==> src/rtl/mips32_imem_loader.sv <==
// Framed byte-stream IMem loader; each word is written one cycle after its 4th byte; rx_ready is always 1.
// The optional idle timeout mid-frame is enabled by defining LOADER_TIMEOUT_EN.
module mips32_imem_loader #(
  parameter int         AW          = 10,
  parameter logic [7:0] SYNC        = 8'hA5,
  parameter int         TIMEOUT_CYC = 1024
) (
  input  logic          clk1,
  input  logic          rst_n,
  input  logic [7:0]    rx_data,
  input  logic          rx_valid,
  output logic          rx_ready,
  output logic          imem_we,
  output logic [AW-1:0] imem_addr,
  output logic [31:0]   imem_wdata,
  output logic          core_halt,
  output logic          busy,
  output logic          load_done,
  output logic          load_err
);

  typedef enum logic [2:0] {S_IDLE, S_ADDR_H, S_ADDR_L, S_COUNT, S_DATA, S_CHK} state_t;

  state_t        r_state, w_next;
  logic          w_acc, w_timeout, w_word_end;
  logic [7:0]    r_addr_h, r_chk;
  logic [AW-1:0] r_addr, r_waddr;
  logic [8:0]    r_wcnt;
  logic [1:0]    r_bidx;
  logic [23:0]   r_word;
  logic [31:0]   r_wdata;
  logic          r_we, r_halt, r_done, r_err;

  assign w_acc      = rx_valid && rx_ready;
  assign w_word_end = (r_bidx == 2'd3);

`ifdef LOADER_TIMEOUT_EN
  localparam int TW = $clog2(TIMEOUT_CYC + 1);
  logic [TW-1:0] r_idle_cnt;

  always_ff @(posedge clk1 or negedge rst_n) begin
    if (!rst_n)
      r_idle_cnt <= '0;
    else if (w_acc || w_timeout || r_state == S_IDLE)
      r_idle_cnt <= '0;
    else
      r_idle_cnt <= r_idle_cnt + TW'(1);
  end

  assign w_timeout = (r_state != S_IDLE) && !w_acc && (r_idle_cnt == TW'(TIMEOUT_CYC - 1));
`else
  // Timer absent: constant-false, the loader may wait in any state forever.
  assign w_timeout = (TIMEOUT_CYC < 0);
`endif

  always_ff @(posedge clk1 or negedge rst_n) begin
    if (!rst_n)
      r_state <= S_IDLE;
    else
      r_state <= w_next;
  end

  always_comb begin
    w_next = r_state;
    if (w_timeout)
      w_next = S_IDLE;
    else if (w_acc) begin
      case (r_state)
        S_IDLE:   if (rx_data == SYNC) w_next = S_ADDR_H;
        S_ADDR_H: w_next = S_ADDR_L;
        S_ADDR_L: w_next = S_COUNT;
        S_COUNT:  w_next = S_DATA;
        S_DATA:   if (w_word_end && r_wcnt == 9'd1) w_next = S_CHK;
        S_CHK:    w_next = S_IDLE;
        default:  w_next = S_IDLE;
      endcase
    end
  end

  always_comb begin
    rx_ready   = 1'b1;
    busy       = (r_state != S_IDLE);
    imem_we    = r_we;
    imem_addr  = r_waddr;
    imem_wdata = r_wdata;
    core_halt  = r_halt;
    load_done  = r_done;
    load_err   = r_err;
  end

  always_ff @(posedge clk1 or negedge rst_n) begin
    if (!rst_n) begin
      r_addr_h <= '0;
      r_chk    <= '0;
      r_addr   <= '0;
      r_waddr  <= '0;
      r_wcnt   <= '0;
      r_bidx   <= '0;
      r_word   <= '0;
      r_wdata  <= '0;
      r_we     <= 1'b0;
      r_halt   <= 1'b1;
      r_done   <= 1'b0;
      r_err    <= 1'b0;
    end else begin
      r_we <= 1'b0;
      if (w_timeout) begin
        r_err  <= 1'b1;
        r_halt <= 1'b1;
        r_bidx <= '0;
      end else if (w_acc) begin
        case (r_state)
          S_IDLE: begin
            if (rx_data == SYNC) begin
              r_done <= 1'b0;
              r_err  <= 1'b0;
              r_halt <= 1'b1;
              r_chk  <= '0;
              r_bidx <= '0;
            end
          end
          S_ADDR_H: begin
            r_addr_h <= rx_data;
            r_chk    <= r_chk ^ rx_data;
          end
          S_ADDR_L: begin
            r_addr <= AW'({r_addr_h, rx_data});
            r_chk  <= r_chk ^ rx_data;
          end
          S_COUNT: begin
            r_wcnt <= (rx_data == 8'd0) ? 9'd256 : {1'b0, rx_data};
            r_chk  <= r_chk ^ rx_data;
          end
          S_DATA: begin
            r_chk  <= r_chk ^ rx_data;
            r_word <= {r_word[15:0], rx_data};
            r_bidx <= r_bidx + 2'd1;
            if (w_word_end) begin
              r_we    <= 1'b1;
              r_wdata <= {r_word, rx_data};
              r_waddr <= r_addr;
              r_addr  <= r_addr + AW'(1);
              r_wcnt  <= r_wcnt - 9'd1;
            end
          end
          S_CHK: begin
            if (rx_data == r_chk) begin
              r_done <= 1'b1;
              r_halt <= 1'b0;
            end else begin
              r_err <= 1'b1;
            end
          end
          default: ;
        endcase
      end
    end
  end

endmodule

==> config.mk <==
export PLATFORM = sky130hd
export DESIGN_NAME = mips32_imem_loader
export DESIGN_NICKNAME = d
export VERILOG_FILES = /design/src/rtl/mips32_imem_loader.sv
export SDC_FILE = /design/constraint.sdc
export NUM_CORES = 1
export LEC_CHECK = 0
export BUFFER_PORTS_ARGS = -buffer_cell sky130_fd_sc_hd__buf_2
export CORE_MARGIN = 2
export CORE_UTILIZATION = 30
export CTS_CLUSTER_DIAMETER = 50
export DETAILED_ROUTE_END_ITERATION = 12
export SYNTH_ARGS = -nofsm -noshare
export SYNTH_HDL_FRONTEND = slang
export SYNTH_SLANG_ARGS = --single-unit
==> constraint.sdc <==
create_clock -name clk1 -period 1.9 [get_ports clk1]
set_input_delay 0.57 -clock clk1 [delete_from_list [all_inputs] [get_ports clk1]]
set_output_delay 0.57 -clock clk1 [all_outputs]
set_load 0.05 [all_outputs]
==> results of run 1 <==
==> power breakdown <==
part	switching (mW)	total (mW)	leakage [nW]	internal, mW
Combinational	1.42	2.75	1.43	1.34
Sequential	0.545	3.40	1.36	2.86
Clock	0.839	1.87	0.151	1.03
Total	2.80	8.03	2.94	5.23
==> per-stage QoR <==
stage                     TNS (ns)  std cells  hold slack (ns)  utilization  area [µm²]
after CTS                 -0.01317        692           0.1439       0.3730        5861
after floorplan           -0.02018        387           0.2744            -        4772
final                            0        699           0.1448       0.3772        5927
after global routing      -0.04389        699           0.1578       0.3772        5927
after global placement     -0.6184        673           0.4567       0.3509        5513
after detailed placement   -0.8311        673           0.4528       0.3509        5513
==> kinds of logic after synthesis <==
| kind of cell | synth area share |
|---|---|
| buffers and inverters | 0.04247 |
| DFF | 0.5456 |
| xor gates and xnor gates | 0.01468 |
| and+or+nand+nor | 0.1002 |
| other | 0.0007858 |
| muxes | 0.1633 |
| adders and majority gates | 0.01049 |
| AOI/OAI and AO/OA | 0.1225 |
==> state kept, by name, indices dropped and copies added, names as in the netlist, 2 cells and up <==
signal / flops
imem_addr: 10
imem_wdata: 32
r_addr: 10
r_addr_h: 2
r_bidx: 2
r_chk: 8
r_state: 3
r_wcnt: 9
r_word: 24
==> metal layers <==
metal  up-vias  track usage  wire length, µm
li1       1599            -                -
met1      1654       0.1861             5005
met2        82       0.2026             4944
met3         9      0.04264              739
met4         0      0.05566              175
met5         -            0                0
==> cell usage in the layout (no fill, tap or decap), types with 10 or more instances in the layout <==
cell,instances
mux2_2,67
a21oi_1,10
o21ai_0,23
nand2_1,19
buf_2,55
dfrtp_1,103
nor2_1,14
buf_4,42
==> path summary, 6_finish.rpt <==
kind / slack, ns / depth (start not counted) / end
setup / recovery: 0.02 / 4 / busy
hold / removal: 0.14 / 1 / r_word[13]$_DFFE_PN0P_
setup reg to reg: 0.07 / 5 / r_addr[9]$_DFFE_PN0P_
hold reg to reg: 0.46 / 2 / core_halt$_DFFE_PN1P_
max in group asynchronous: 1.21 / 2 / imem_addr[0]$_DFFE_PN0P_
min in group clk1: 0.46 / 2 / core_halt$_DFFE_PN1P_
==> Yosys cell counts, types with 2 or more instances <==
master and instances:
a21o_1 9, a21oi_1 10, a22o_1 3, a22oi_1 4
a2bb2oi_1 2, and2_1 2, and3_1 3, buf_2 7
buf_4 4, buf_6 6, clkbuf_1 5, clkbuf_2 2
dfrtp_1 103, ha_1 4, inv_1 10, mux2_2 67
nand2_1 19, nand2b_1 2, nand3_1 7, nand4_1 2
nand4b_1 2, nor2_1 15, nor2b_1 2, nor3_1 3
nor3b_1 9, nor4_1 4, o2111ai_1 8, o21ai_0 23
o21ai_1 2, o22ai_1 2, o2bb2ai_1 5, o41ai_1 2
or4_1 2, xor2_1 8
==> repair_timing <==
action / CTS / global route
endpoints found under the setup margin: 1 / 4
cloned: 0 / 0
resized for setup: 7 / 3
setup buffers: 3 / 7
pin swaps: 1 / 2
==> area by class of cell <==
class	instances	area [µm²]	area share
multi-input cells	248	1987	0.3352
flip-flops and latches	104	2604	0.4393
clock inverters	7	75.07	0.01267
clock buffers	9	225.2	0.03800
well taps	216	270.3	0.04560
repair buffers	105	728.2	0.1229
inverters	10	37.54	0.006333
==> impl_metrics.py, run 1 <==
metrics = {
    "detailed_routing": {
        "drt-total-wl_mm": 10.86,
        "drtAntennaViolNets": 0,
        "vias": 3344,
        "vias_per_cell": 4.784,
        "wl_per_cell_um": 15.54,
        "drtIter0Drc": 144,
        "drt_pass1_iterations": 4,
        "drc": 0,
    },
    "logic_synthesis": {
        "syn_area_um2": 4772,
        "yosys.area.top_type": "dfrtp_1",
        "synth_nets": 402,
        "synth-edff-count": 0,
        "ys_async_sr_fraction": 1.000,
        "synthCells": 387,
        "netlist_top_cells_area": "dfrtp_1 54%, mux2_2 16%, o21ai_0 2.4%, nand2_1 1.5%, o2111ai_1 1.5%",
        "ys_seq_area_frac": 0.5456,
        "yosysWarnings": 0,
        "ys.flop_type": "dfrtp_1",
        "avgSynthCellArea_um2": 12.33,
        "ys_ff_latch": 104,
        "synth.top_cell.area_share": 0.5401,
        "synth_cell_types": 63,
    },
    "global_route": {
        "grt_pass1_wl_mm": 17.68,
        "grt_usage": 0.1368,
        "grt_pass1_vias": 3355,
        "antenna_found_initial": 0,
        "grt_overflow": 0,
        "grt_start_max_net_pins": 35,
    },
    "setup_path": {
        "worstPathArrival_ns": 1.31,
        "cp-end-kind": "output port",
        "start_kind": "flop",
        "crit_family": "flip-flops",
        "crit_chain": "buf_6, nor3_4, inv_2, buf_8",
        "r2r_start": "r_state[0]$_DFFE_PN0P_",
        "path_max_fanout": 13,
        "worstSetupPathType": "flop to output port",
        "critPathBufInv": 3,
        "required_ns": 1.33,
        "critPathMaxStageDelay_ns": 0.39,
        "critPathLaunch": "r_state[0]$_DFFE_PN0P_",
        "critPathSlowestCell": "dfrtp_1",
    },
    "clock_network": {
        "clkTransAtPathRegs_ns": 0.07,
        "postCtsHoldBufs": 0,
        "htreeDepth": 3,
        "root_buffer": "clkbuf_16",
        "cts_tree": "built",
        "cts_buffers": 9,
        "clkLatencyLatePin_ns": 0.35,
        "clk_path_buf_depth": 2,
        "cts.sinks": 104,
    },
    "layout": {
        "fill_cells": 1553,
        "layout.nets": 493,
        "n_antenna_cell": 0,
        "drive_gt1_frac": 0.4224,
        "syn_to_final_growth_pct": 24.20,
    },
    "power_and_ir_drop": {
        "report.power.total_mw": 8.028,
        "powerDensity_nw_per_um2": 1354,
        "p_leak_nw": 2.944,
        "ir_drop_v": 0.0008015,
    },
    "place": {
        "dp_hpwl_mm": 7.731,
        "post-place-ws_ns": -0.1008,
        "port_buffers": 57,
        "gp_congestion": 0.8447,
    },
    "floorplanning": {
        "fp.dieH_um": 130.1,
        "die_w_um": 130.1,
        "io_pins": 59,
        "die-area_um2": 16930,
        "start_util": 0.3037,
        "core_um2": 15710,
        "rows": 46,
    },
    "hold_path": {
        "hold_path.class": "primary input to asynchronous set/reset pin",
    },
    "sta": {
        "period_needed_ns": 1.883,
        "drv_slew": 0,
        "rsz0062_at_grt": "yes",
        "skew_ns": 0.009271,
        "hold_viol": 0,
        "setup_slack_ns": 0.01684,
        "max_freq_mhz": 531.0,
        "setup_viol": 0,
        "fin_crit_sh": 0.9911,
    },
    "flow_run": {
        "max_cap_viol_count": 0,
    },
    "outcome": {
        "outcome": "completed",
    },
}
No activity file was read; power rests on OpenSTA's default activity.
==> run 2: changes to the inputs <==
HOLD_SLACK_MARGIN = 0.15   (was unset)
==> impl_metrics.py, run 2 (synthesis gave the netlist of run 1 again) <==
metrics = {
    "sta": {
        "period_needed_ns": 1.883,
        "max_freq_mhz": 531.0,
        "drv_slew": 0,
        "rsz0062_at_grt": "yes",
        "worst_pin_slew_ns": 0.5059,
        "tns_ns": 0,
        "relSlewSlack": 0.6605,
        "hold_viol": 0,
        "setup_slack_ns": 0.01693,
        "fin_crit_sh": 0.9911,
        "skew_ns": 0.009206,
        "setup_viol": 0,
    },
    "layout": {
        "syn_to_final_growth_pct": 24.41,
        "final_cell_area_um2": 5937,
        "final_common_cell": "dfrtp_1",
        "n_antenna_cell": 0,
        "drive_gt1_frac": 0.4215,
        "final_cell_mix": "103 x dfrtp_1, 67 x mux2_2, 55 x buf_2",
        "largest_reg_flops": 32,
        "layout.nets": 494,
        "final_util": 0.3778,
    },
    "global_route": {
        "grt_start_max_net_pins": 35,
        "grt_pass1_vias": 3361,
        "grt_overflow": 0,
        "grt_usage": 0.1369,
        "antenna_found_initial": 0,
        "grt_pass1_wl_mm": 17.70,
    },
    "setup_path": {
        "path_max_fanout": 13,
        "crit_family": "flip-flops",
        "required_ns": 1.33,
        "crit_chain": "buf_6, nor3_4, inv_2, buf_8",
        "worstPathArrival_ns": 1.31,
        "critPathBufInv": 3,
        "start_kind": "flop",
        "worstSetupPathType": "flop to output port",
        "critPathMaxStageDelay_ns": 0.39,
        "critPathSlowestCell": "dfrtp_1",
        "cp-end-kind": "output port",
    },
    "power_and_ir_drop": {
        "report.power.total_mw": 8.028,
        "internal_power_mw": 5.229,
        "pwr-share-comb": 0.343,
        "p_leak_nw": 2.948,
        "ir_drop_v": 0.0008010,
        "clkPwrFrac": 0.233,
        "seqPwrFrac": 0.424,
        "p_sw_frac": 0.3487,
        "powerDensity_nw_per_um2": 1352,
        "p_switching_mw": 2.799,
    },
    "hold_path": {
        "hold_path.class": "flop to flop",
    },
    "place": {
        "dpl_cell_area_um2": 5513,
        "gp_congestion": 0.8447,
        "post-place-ws_ns": -0.1008,
        "dp_hpwl_mm": 7.731,
        "port_buffers": 57,
    },
    "floorplanning": {
        "die_w_um": 130.1,
        "core_um2": 15710,
        "rows": 46,
        "io_pins": 59,
        "start_util": 0.3037,
        "fp.dieH_um": 130.1,
        "die-area_um2": 16930,
    },
    "detailed_routing": {
        "drtAntennaViolNets": 0,
        "drc": 0,
        "drt_pass1_iterations": 4,
        "drtIter0Drc": 128,
        "drt-total-wl_mm": 10.88,
        "vias": 3338,
        "wl_per_cell_um": 15.54,
        "vias_per_cell": 4.769,
    },
    "clock_network": {
        "clkLatencyLatePin_ns": 0.35,
        "htreeDepth": 3,
        "cts_tree": "built",
        "cts_buffers": 9,
        "root_buffer": "clkbuf_16",
        "cts.sinks": 104,
        "clkTransAtPathRegs_ns": 0.06,
        "clk_path_buf_depth": 2,
    },
    "outcome": {
        "outcome": "completed",
    },
    "flow_run": {
        "max_cap_viol_count": 0,
    },
}
-- run 2: cell count changes in the layout (fill, tap and decap cells not counted) --
cell and delta:
dlygate4sd3_1 +1
-- run 2: worst reg2reg max path, stage by stage (launching register included) --
cell	delay [ns]
dfrtp_1	0.39
buf_4	0.14
or3b_2	0.61
buf_4	0.21
o31a_1	0.27
o22ai_1	0.13
-- run 2: power groups by stage --
stage	combinational, mW	clock [mW]	sequential (mW)
after floorplan	1.67	0	3.47
after global placement	2.46	0	3.40
after detailed placement	2.53	0	3.43
after CTS	2.67	1.95	3.39
after global routing	3.03	2.04	3.51
final	2.76	1.87	3.40
-- run 2: final cells by class --
| class | instances | area [µm²] |
|---|---|---|
| Tap cell | 216 | 270.3 |
| Timing Repair Buffer | 106 | 738.2 |
| Clock buffer | 9 | 225.2 |
| Multi-Input combinational cell | 248 | 1987 |
| Sequential cell | 104 | 2604 |
| Inverter | 10 | 37.54 |
| Fill cell | 1552 | 9776 |
| Clock inverter | 7 | 75.07 |
-- run 2: through the flow --
stage          hold WS (ns)  instances
3_5_place_dp         0.4528        673
2_1_floorplan        0.2744        387
3_3_place_gp         0.4567        673
5_1_grt              0.5023        700
6_report             0.4655        700
4_1_cts              0.4635        693
-- run 2: what timing repair did --
action / CTS / global route
setup endpoints to repair: 1 / 4
gates resized for setup: 7 / 3
hold buffers: 1 / 0
setup buffers: 3 / 7
pin swaps: 1 / 2
endpoints found under the hold margin: 8 / 0
-- run 2: worst paths after layout --
path	slack [ns]	to	depth (start not counted)	startpoint
setup / recovery	0.02	busy	4	r_state[0]$_DFFE_PN0P_
hold / removal	0.47	core_halt$_DFFE_PN1P_	2	core_halt$_DFFE_PN1P_
setup reg to reg	0.07	r_addr[9]$_DFFE_PN0P_	5	r_state[0]$_DFFE_PN0P_
hold reg to reg	0.47	core_halt$_DFFE_PN1P_	2	core_halt$_DFFE_PN1P_
max in group asynchronous	0.61	r_wcnt[6]$_DFFE_PN0P_	3	rst_n
min in group asynchronous	0.74	r_word[13]$_DFFE_PN0P_	2	rst_n
-- run 2: per-layer routing --
layer | up-vias | part of all wire | GRT usage
met2 | 85 | 0.45 | 0.2026
met5 | - | 0 | 0
met1 | 1641 | 0.46 | 0.1864
met3 | 12 | 0.066 | 0.04264
met4 | 0 | 0.019 | 0.05566
li1 | 1600 | - | -
==> run 3: changes to the inputs <==
RECOVER_POWER = 25   (was unset)
==> impl_metrics.py, run 3 (synthesis gave the netlist of run 1 again) <==
metrics = {
    "place": {
        "dp.cells": 673,
        "dp_hpwl_mm": 7.731,
        "gp_congestion": 0.8447,
        "port_buffers": 57,
    },
    "setup_path": {
        "critPathBufInv": 3,
        "crit_family": "flip-flops",
        "worstSetupPathType": "flop to output port",
        "worstPathArrival_ns": 1.31,
        "r2r_slack_ns": 0.07,
        "critPathSlowestCell": "dfrtp_1",
        "crit_chain": "buf_6, nor3_4, inv_2, buf_8",
        "path_max_fanout": 13,
        "cp-end-kind": "output port",
        "required_ns": 1.33,
        "critPathMaxStageDelay_ns": 0.39,
        "start_kind": "flop",
    },
    "outcome": {
        "outcome": "completed",
    },
    "sta": {
        "relSlewSlack": 0.4903,
        "period_needed_ns": 1.883,
        "max_freq_mhz": 531.0,
        "hold_viol": 0,
        "setup_viol": 0,
        "drv_slew": 0,
        "fin_crit_sh": 0.9911,
        "worst_pin_slew_ns": 0.7645,
        "rsz0062_at_grt": "yes",
        "skew_ns": 0.009518,
    },
    "floorplanning": {
        "die_w_um": 130.1,
        "fp.dieH_um": 130.1,
        "start_util": 0.3037,
        "core_um2": 15710,
        "die-area_um2": 16930,
        "rows": 46,
        "io_pins": 59,
    },
    "layout": {
        "layout.nets": 494,
        "syn_to_final_growth_pct": 23.99,
        "n_antenna_cell": 0,
        "final_cell_mix": "103 x dfrtp_1, 67 x mux2_2, 55 x buf_2",
        "largest_reg_flops": 32,
        "final_cells": 700,
        "drive_gt1_frac": 0.4215,
        "final_common_cell": "dfrtp_1",
        "final_util": 0.3766,
    },
    "detailed_routing": {
        "wl_per_cell_um": 15.53,
        "top_layer_used": "met4",
        "drt_pass1_iterations": 4,
        "wl_met3_um": 678,
        "wl_met1_mm": 5.106,
        "drtAntennaViolNets": 0,
        "vias_per_cell": 4.783,
        "drt-total-wl_mm": 10.87,
        "dr_wl_met2_mm": 4.811,
        "vias": 3348,
        "drtIter0Drc": 130,
        "drc": 0,
    },
    "power_and_ir_drop": {
        "p_sw_frac": 0.3490,
        "p_switching_mw": 2.800,
        "powerDensity_nw_per_um2": 1356,
        "clkPwrFrac": 0.233,
        "internal_power_mw": 5.224,
        "p_leak_nw": 2.940,
        "ir_drop_v": 0.0008006,
        "seqPwrFrac": 0.424,
        "pwr-share-comb": 0.343,
    },
    "clock_network": {
        "cts_tree": "built",
        "cts_buffers": 9,
        "htreeDepth": 3,
        "clkTransAtPathRegs_ns": 0.06,
        "cts.sinks": 104,
        "clk_path_buf_depth": 2,
        "root_buffer": "clkbuf_16",
        "clkLatencyLatePin_ns": 0.35,
    },
    "flow_run": {
        "max_cap_viol_count": 0,
    },
    "global_route": {
        "antenna_found_initial": 0,
        "grt_pass1_vias": 3361,
        "grt_overflow": 0,
        "grt_pass1_wl_mm": 17.70,
        "grt_usage": 0.1369,
        "grt_start_max_net_pins": 35,
    },
    "hold_path": {
        "hold_path.class": "flop to flop",
    },
}
[run 3: worst paths after layout]
kind	start	depth (start not counted)	end
worst max register to register	r_state[0]$_DFFE_PN0P_	5	r_addr[9]$_DFFE_PN0P_
max in group asynchronous	rst_n	3	r_wcnt[6]$_DFFE_PN0P_
worst min register to register	core_halt$_DFFE_PN1P_	2	core_halt$_DFFE_PN1P_
worst min-delay path	core_halt$_DFFE_PN1P_	2	core_halt$_DFFE_PN1P_
worst max-delay path	r_state[0]$_DFFE_PN0P_	4	busy
min in group asynchronous	rst_n	2	r_word[13]$_DFFE_PN0P_
[run 3: worst register-to-register path, stage by stage (launching register included)]
cell and delay, ns:
dfrtp_1 0.39, buf_4 0.14, or3b_2 0.61, buf_4 0.21
o31a_1 0.27, o22ai_1 0.13
[run 3: through the flow]
stage                     worst slack, ns  setup TNS [ns]  total power, mW  hold slack (ns)  area (µm²)
after CTS                        -0.01317        -0.01317            8.011           0.4635        5871
after global routing             -0.04237        -0.04389            8.577           0.5023        5917
after detailed placement          -0.1008         -0.8311            5.960           0.4528        5513
final                             0.01689               0            8.024           0.4655        5917
after floorplan                  -0.02018        -0.02018            5.139           0.2744        4772
after global placement           -0.06941         -0.6184            5.862           0.4567        5513
[run 3: repair_timing]
item	4_1_cts	5_1_grt
pin swaps	1	2
hold buffers	1	0
hold endpoints to repair	8	0
resized for setup	7	3
setup endpoints to repair	1	4
cloned	0	0
setup buffers	3	7
[run 3: cell type report]
class / count / area [µm²]
Fill cell: 1554 / 9796
Multi-Input combinational cell: 248 / 1987
Timing Repair Buffer: 106 / 718.2
Inverter: 10 / 37.54
Tap cell: 216 / 270.3
Clock buffer: 9 / 225.2
Sequential cell: 104 / 2604
Clock inverter: 7 / 75.07
[run 3: metal layers]
| layer | global-route usage | vias up |
|---|---|---|
| met4 | 0.05566 | 0 |
| li1 | - | 1600 |
| met5 | 0 | - |
| met2 | 0.2026 | 96 |
| met1 | 0.1864 | 1636 |
| met3 | 0.04264 | 16 |
[run 3: power by group through the flow]
stage	sequential [mW]	combinational, mW	clock [mW]
after floorplan	3.47	1.67	0
after global placement	3.40	2.46	0
after detailed placement	3.43	2.53	0
after CTS	3.39	2.67	1.95
after global routing	3.51	3.03	2.04
final	3.40	2.75	1.87
